**config.mk**
```make
export PLATFORM = sky130hd
export DESIGN_NAME = imem_loader_flat
export DESIGN_NICKNAME = d
export VERILOG_FILES = /design/src/rtl/imem_loader_pkg.sv /design/src/rtl/imem_loader_if.sv /design/src/rtl/imem_loader.sv /design/src/flat_wrapper.sv
export SDC_FILE = /design/constraint.sdc
export NUM_CORES = 1
export LEC_CHECK = 0
export CAP_MARGIN = 20
export CORE_ASPECT_RATIO = 2
export CORE_MARGIN = 1
export CORE_UTILIZATION = 30
export CTS_CLUSTER_SIZE = 14
export DETAILED_ROUTE_END_ITERATION = 16
export PLACE_DENSITY = 0.45
export RECOVER_POWER = 50
export SYNTH_ARGS = -nofsm -noshare
export SYNTH_HDL_FRONTEND = slang
export SYNTH_SLANG_ARGS = --single-unit
```
**constraint.sdc**
```tcl
create_clock -name clka -period 7.2 [get_ports clka]
set_clock_uncertainty 0.2 [all_clocks]
set_input_delay 2.16 -clock clka [delete_from_list [all_inputs] [get_ports clka]]
set_output_delay 2.16 -clock clka [all_outputs]
set_load 0.02 [all_outputs]
```
**src/rtl/imem_loader_pkg.sv**
```systemverilog
// Shared types and constants for the instruction-memory image loader.
// Included by the interface and the loader top.
package imem_loader_pkg;

   localparam int         WORD_W  = 32;
   localparam int         BYTE_W  = 8;
   localparam logic [3:0] WEA_ALL = 4'hF;

   typedef enum logic [2:0] {
      S_IDLE,
      S_HDR,
      S_DATA,
      S_CHK,
      S_FIN
   } state_t;

endpackage

```
**src/rtl/imem_loader_if.sv**
```systemverilog
// Byte-stream input plus instruction-memory port A write bus.
// The loader drives the memory side and consumes the stream (master).
interface imem_loader_if;
   import imem_loader_pkg::*;

   logic              in_valid;
   logic [BYTE_W-1:0] in_data;
   logic              in_ready;
   logic [3:0]        wea;
   logic [WORD_W-1:0] addra;
   logic [WORD_W-1:0] dina;

   modport master (
      input  in_valid, in_data,
      output in_ready, wea, addra, dina
   );

   modport slave (
      output in_valid, in_data,
      input  in_ready, wea, addra, dina
   );

endinterface

```
**src/rtl/imem_loader.sv**
```systemverilog
// Loads a little-endian program image (count, words, XOR checksum) into
// instruction memory port A and holds the CPU in reset until a clean load.
module imem_loader
   import imem_loader_pkg::*;
#(
   parameter logic [WORD_W-1:0] BASE_ADDR = '0,
   parameter int                DEPTH     = 1024
) (
   input  logic          clka,
   input  logic          rsta,
   input  logic          start,
   imem_loader_if.master bus,
   output logic          busy,
   output logic          done,
   output logic          err,
   output logic          cpu_rst
);

   localparam logic [WORD_W-1:0] DEPTH_W = WORD_W'(DEPTH);

   state_t            r_state;
   logic [WORD_W-1:0] r_n;
   logic [WORD_W-1:0] r_idx;
   logic [WORD_W-1:0] r_word;
   logic [1:0]        r_bidx;
   logic [BYTE_W-1:0] r_xor;
   logic              r_in_ready;
   logic [3:0]        r_wea;
   logic [WORD_W-1:0] r_addra;
   logic [WORD_W-1:0] r_dina;
   logic              r_busy;
   logic              r_done;
   logic              r_err;
   logic              r_cpu_rst;

   logic              w_xfer;
   logic [WORD_W-1:0] w_shift;
   logic [BYTE_W-1:0] w_xor;

   assign w_xfer  = bus.in_valid & r_in_ready;
   // Bytes arrive LSB first, so each new byte enters at the top and slides down.
   assign w_shift = {bus.in_data, r_word[WORD_W-1:BYTE_W]};
   assign w_xor   = r_xor ^ bus.in_data;

   always_ff @(posedge clka) begin
      if (rsta) begin
         r_state    <= S_IDLE;
         r_n        <= '0;
         r_idx      <= '0;
         r_word     <= '0;
         r_bidx     <= '0;
         r_xor      <= '0;
         r_in_ready <= 1'b0;
         r_wea      <= '0;
         r_addra    <= '0;
         r_dina     <= '0;
         r_busy     <= 1'b0;
         r_done     <= 1'b0;
         r_err      <= 1'b0;
         r_cpu_rst  <= 1'b1;
      end else begin
         r_wea <= '0;
         case (r_state)
            S_IDLE: begin
               if (start) begin
                  r_done     <= 1'b0;
                  r_err      <= 1'b0;
                  r_busy     <= 1'b1;
                  r_cpu_rst  <= 1'b1;
                  r_xor      <= '0;
                  r_bidx     <= '0;
                  r_idx      <= '0;
                  r_in_ready <= 1'b1;
                  r_state    <= S_HDR;
               end
            end
            S_HDR: begin
               if (w_xfer) begin
                  r_word <= w_shift;
                  r_xor  <= w_xor;
                  r_bidx <= r_bidx + 2'd1;
                  if (r_bidx == 2'd3) begin
                     r_n <= w_shift;
                     if (w_shift > DEPTH_W) begin
                        // Oversized image: no data is accepted, CPU stays in reset.
                        r_err      <= 1'b1;
                        r_in_ready <= 1'b0;
                        r_busy     <= 1'b0;
                        r_done     <= 1'b1;
                        r_state    <= S_FIN;
                     end else if (w_shift == '0) begin
                        r_state <= S_CHK;
                     end else begin
                        r_state <= S_DATA;
                     end
                  end
               end
            end
            S_DATA: begin
               if (w_xfer) begin
                  r_word <= w_shift;
                  r_xor  <= w_xor;
                  r_bidx <= r_bidx + 2'd1;
                  if (r_bidx == 2'd3) begin
                     r_wea   <= WEA_ALL;
                     r_addra <= BASE_ADDR + r_idx;
                     r_dina  <= w_shift;
                     r_idx   <= r_idx + 1'b1;
                     if (r_idx == r_n - 1'b1)
                        r_state <= S_CHK;
                  end
               end
            end
            S_CHK: begin
               if (w_xfer) begin
                  r_xor      <= w_xor;
                  r_in_ready <= 1'b0;
                  r_busy     <= 1'b0;
                  r_done     <= 1'b1;
                  r_state    <= S_FIN;
                  if (w_xor != '0)
                     r_err <= 1'b1;
                  else
                     r_cpu_rst <= 1'b0;
               end
            end
            S_FIN: begin
               r_state <= S_IDLE;
            end
            default: begin
               r_state <= S_IDLE;
            end
         endcase
      end
   end

   assign bus.in_ready = r_in_ready;
   assign bus.wea      = r_wea;
   assign bus.addra    = r_addra;
   assign bus.dina     = r_dina;
   assign busy         = r_busy;
   assign done         = r_done;
   assign err          = r_err;
   assign cpu_rst      = r_cpu_rst;

endmodule

```
**src/flat_wrapper.sv**
```systemverilog
// flat-port wrapper written by rule: the top's interface ports become plain ports
module imem_loader_flat import imem_loader_pkg::*;
#(
   parameter logic [WORD_W-1:0] BASE_ADDR = '0,
   parameter int                DEPTH     = 1024
)
  (clka, rsta, start, busy, done, err, cpu_rst, bus_in_valid, bus_in_data, bus_in_ready, bus_wea, bus_addra, bus_dina);
  imem_loader_if bus_i ();
  input  logic clka;
  input  logic rsta;
  input  logic start;
  output logic busy;
  output logic done;
  output logic err;
  output logic cpu_rst;
  input wire logic [$bits(bus_i.in_valid)-1:0] bus_in_valid;
  input wire logic [$bits(bus_i.in_data)-1:0] bus_in_data;
  output wire logic [$bits(bus_i.in_ready)-1:0] bus_in_ready;
  output wire logic [$bits(bus_i.wea)-1:0] bus_wea;
  output wire logic [$bits(bus_i.addra)-1:0] bus_addra;
  output wire logic [$bits(bus_i.dina)-1:0] bus_dina;
  assign bus_i.in_valid = bus_in_valid;
  assign bus_i.in_data = bus_in_data;
  assign bus_in_ready = bus_i.in_ready;
  assign bus_wea = bus_i.wea;
  assign bus_addra = bus_i.addra;
  assign bus_dina = bus_i.dina;
  imem_loader #(.BASE_ADDR(BASE_ADDR), .DEPTH(DEPTH)) u_core (.clka(clka), .rsta(rsta), .start(start), .bus(bus_i), .busy(busy), .done(done), .err(err), .cpu_rst(cpu_rst));
endmodule
```
==> summary.txt <==
Cells and area
  – Nets: 1064
  – Layout Area Growth over Synthesis: 21.62%
  – Post-layout util: 0.3724
  – Multi-input gate area in the final layout: 0.004135 mm2
  – FF+latch area: 0.003403 mm2
  – Fraction of layout cells with a size suffix above 1: 0.06403
  – Final Non-Filler Cells: 1402
  – # fillers: 2834
  – # diodes: 0

CTS
  – Hold_buf cts: 0
  – # resized after CTS: 0
  – Clock Path Buffers: 2
  – H-tree depth: 4
  – Root Buffer: clkbuf_16
  – Post CTS Setup Buffer Count: 0
  – Clk_lat worst skew: 0.45 ns
  – Clock Sinks: 170
  – Worst-path clk slew: 0.07 ns
  – CTS Buf Count: 17
  – CTS tree: yes

Run
  – Max-cap viol count: 0

Worst hold path
  – Hold Path Depth: 2
  – HP Class: reg -> reg

Yosys
  – Mean post-synth cell area: 7.816 um2
  – Most numerous cell in the Yosys netlist: nand2_1
  – Synth area leader: dfxtp_1
  – Post-Syn Nets: 1024
  – Synth Flop Type: dfxtp_1
  – Mapped Area: 0.007886 mm2
  – Cell count after synthesis: 1009
  – Distinct cell type count after synthesis: 62
  – Post-synth EDFFs: 0
  – Syn. warnings: 0
  – Top post-synthesis cells by count: 274 x nand2_1, 170 x dfxtp_1, 133 x a21oi_1
  – Area share of the leading cell type in the synthesized netlist: 0.4315
  – Sequential fraction of the synthesis area: 0.4315
  – Flops & latches, synth: 170
  – Async SR Flop Fraction: 0
  – Synth area leaders: dfxtp_1 43%, nand2_1 13%, a21oi_1 8.4%

STA
  – Tightest Pin Transition: 1.409 ns
  – Slew Limit Fails: 0
  – Setup TNS: 0 ns
  – Post-layout min period: 4.622 ns
  – Period Utilization, post-route: 0.6419
  – Final setup margin: 2.578 ns
  – Worst slew margin: 0.06097
  – Final hold vios: 0
  – Fmax: 0.2164 GHz
  – RSZ-0062 raised after global routing: false
  – Final setup vio count: 0

Floorplanning
  – Height of the die: 231.3 um
  – Core ar.: 0.02575 mm2
  – Die Area: 0.02698 mm2
  – # rows: 83
  – Initial Util: 0.3062
  – Die Wd: 116.6 um
  – Ports: 85

Placed design
  – Detailed placement HPWL: 17630 um
  – Gp weighted congestion: 0.8666
  – Dpl cells: 1369
  – Pre-CTS setup slack: 2.327 ns
  – IO buf count: 84

Global routing
  – Grt ovf: 0
  – Number of global-route vias before repair: 6735
  – Overall Global Routing Usage: 0.1924
  – First-pass GRT wire length: 38470 um
  – Largest net degree at the start of global routing: 120
  – Initial antenna violation count: 0

Critical path
  – R2R depth: 9
  – Slowest library cell on the worst path: or3_1
  – CP Launch Type: input port
  – Worst path bufs/invs: 2
  – CP cell instances: dlygate4sd3_1 -> nand2_1 -> or3_1 -> buf_4 -> nand2_1 -> a21oi_1
  – Delay-heaviest family, CP: simple AND/OR/NAND/NOR gates
  – Worst setup EP type: register
  – WS Path Type: in -> reg
  – Crit path max fanout: 34
  – Critical Path AT: 4.80 ns
  – CP Data Required Time: 7.38 ns
  – WP depth: 6
  – CP dominant cell by count: nand2_1
  – Largest stage delay, worst path: 0.99 ns

Route
  – DRC errors left: 0
  – Vias: 7016
  – Drt pass-1 iters: 5
  – Initial detailed-routing violation count: 289
  – Final wirelength: 24540 um
  – Vias per cell: 5.004
  – Final ANT Viol Nets: 0
  – Wire per inst: 17.50 um

Power
  – Cell Pwr Density: 216.5 mW/mm2
  – Gate power share: 0.036
  – Total Power: 0.002076 W
  – Sequential power share: 0.459
  – Sw Share: 0.2270
  – Pint: 0.001605 W
  – Clock share of power: 0.505
  – Pleak: 3.449 nW
  – Switching power: 0.0004714 W
  – VDD IR-drop max: 139.6 uV

Run status
  – Status: finished, final reports clean
==> flip-flops by register name (all words and copies together) (netlist names) <==
| signal | cells |
|---|---|
| u_core.bus.addra | 32 |
| u_core.r_state | 3 |
| u_core.r_bidx | 2 |
| u_core.bus.dina | 32 |
| u_core.busy | 1 |
| u_core.r_idx | 32 |
| u_core.err | 1 |
| u_core.cpu_rst | 1 |
| u_core.r_xor | 8 |
| u_core.done | 1 |
| u_core.bus.wea | 1 |
| u_core.r_word | 24 |
| u_core.r_n | 32 |
==> layout make-up <==
type	count	area share
timing repair buffer	91	0.09588
inverter	11	0.004305
tap	340	0.04435
clock inverter	13	0.02231
multi-input combinational	758	0.4311
sequential	170	0.3548
clock buffer	19	0.04722
==> worst paths after layout <==
kind         slack [ns]            startpoint                   end
min reg2reg        0.25  u_core.bus.addra[29]  u_core.bus.addra[29]
max reg2reg        3.97         u_core.r_n[0]     u_core.r_state[0]
max                2.58          bus_in_valid  u_core.bus.addra[25]
min                0.25  u_core.bus.addra[29]  u_core.bus.addra[29]
==> power groups by stage <==
stage / clock (W) / combinational (W) / sequential (W)
5_1_grt: 0.00112 / 0.0000831 / 0.000953
6_report: 0.00105 / 0.0000752 / 0.000952
2_1_floorplan: 0 / 0.0000491 / 0.000971
3_5_place_dp: 0 / 0.0000773 / 0.000974
3_3_place_gp: 0 / 0.0000773 / 0.000974
4_1_cts: 0.00108 / 0.0000775 / 0.000952
==> metrics by stage <==
| stage | area [um2] | hold slack [ns] |
|---|---|---|
| 2_1_floorplan | 7886 | 0.2478 |
| 3_3_place_gp | 8902 | 0.2415 |
| 3_5_place_dp | 8902 | 0.2455 |
| 4_1_cts | 9569 | 0.2554 |
| 5_1_grt | 9592 | 0.2717 |
| 6_report | 9592 | 0.2491 |
==> cells in the final DEF, fill, tap and decap left out, types with 4 or more instances in the layout <==
cell type	synthesis	routed
dlygate4sd3_1	0	74
inv_1	11	11
nor4_1	15	15
nor3_2	4	6
nor4b_1	4	4
or2_2	6	6
nand4_1	17	17
nand2b_1	7	7
xnor2_1	34	34
a22oi_1	5	5
nand3b_1	5	5
or3_1	11	11
bufinv_16	0	5
nand3_1	11	11
o31a_1	4	4
nor3_1	21	19
xor2_1	37	37
nand2_1	274	274
dfxtp_1	170	170
buf_4	5	5
o21ai_0	17	17
a2111oi_2	4	4
and4_1	4	4
clkdlybuf4s50_1	0	9
a221oi_1	4	4
a21oi_1	133	133
clkbuf_16	0	17
nor2_1	70	70
and3_1	7	7
nor2b_1	6	6
and2_1	5	4
==> logic make-up (layout without fill, tap and decap cells) <==
family / after synthesis / after routing / synth area share
flip-flops: 170 / 170 / 0.4315
AO/OA/AOI/OAI: 194 / 194 / 0.1439
AND/OR/NAND/NOR: 486 / 486 / 0.2903
XOR/XNOR: 71 / 71 / 0.07885
multiplexers: 4 / 4 / 0.005236
adder cells (fa/ha/maj): 3 / 3 / 0.004760
buffers and inverters: 81 / 134 / 0.04537
==> metal layers <==
layer	GRT usage	share of wire	up-vias
li1	-	-	3499
met1	0.2067	0.39	3339
met2	0.3476	0.54	130
met3	0.02641	0.024	48
met4	0.1151	0.048	0
met5	0	0	-
==> worst register-to-register path, delay by kind of cell (launching register included) <==
family | cells | cell delay [ns]
compound gates | 4 | 1.32
simple gates | 3 | 0.96
flops | 1 | 0.39
fa+ha+maj | 1 | 0.20
buf+inv | 1 | 0.09
No activity file was read; power rests on OpenSTA's default activity.
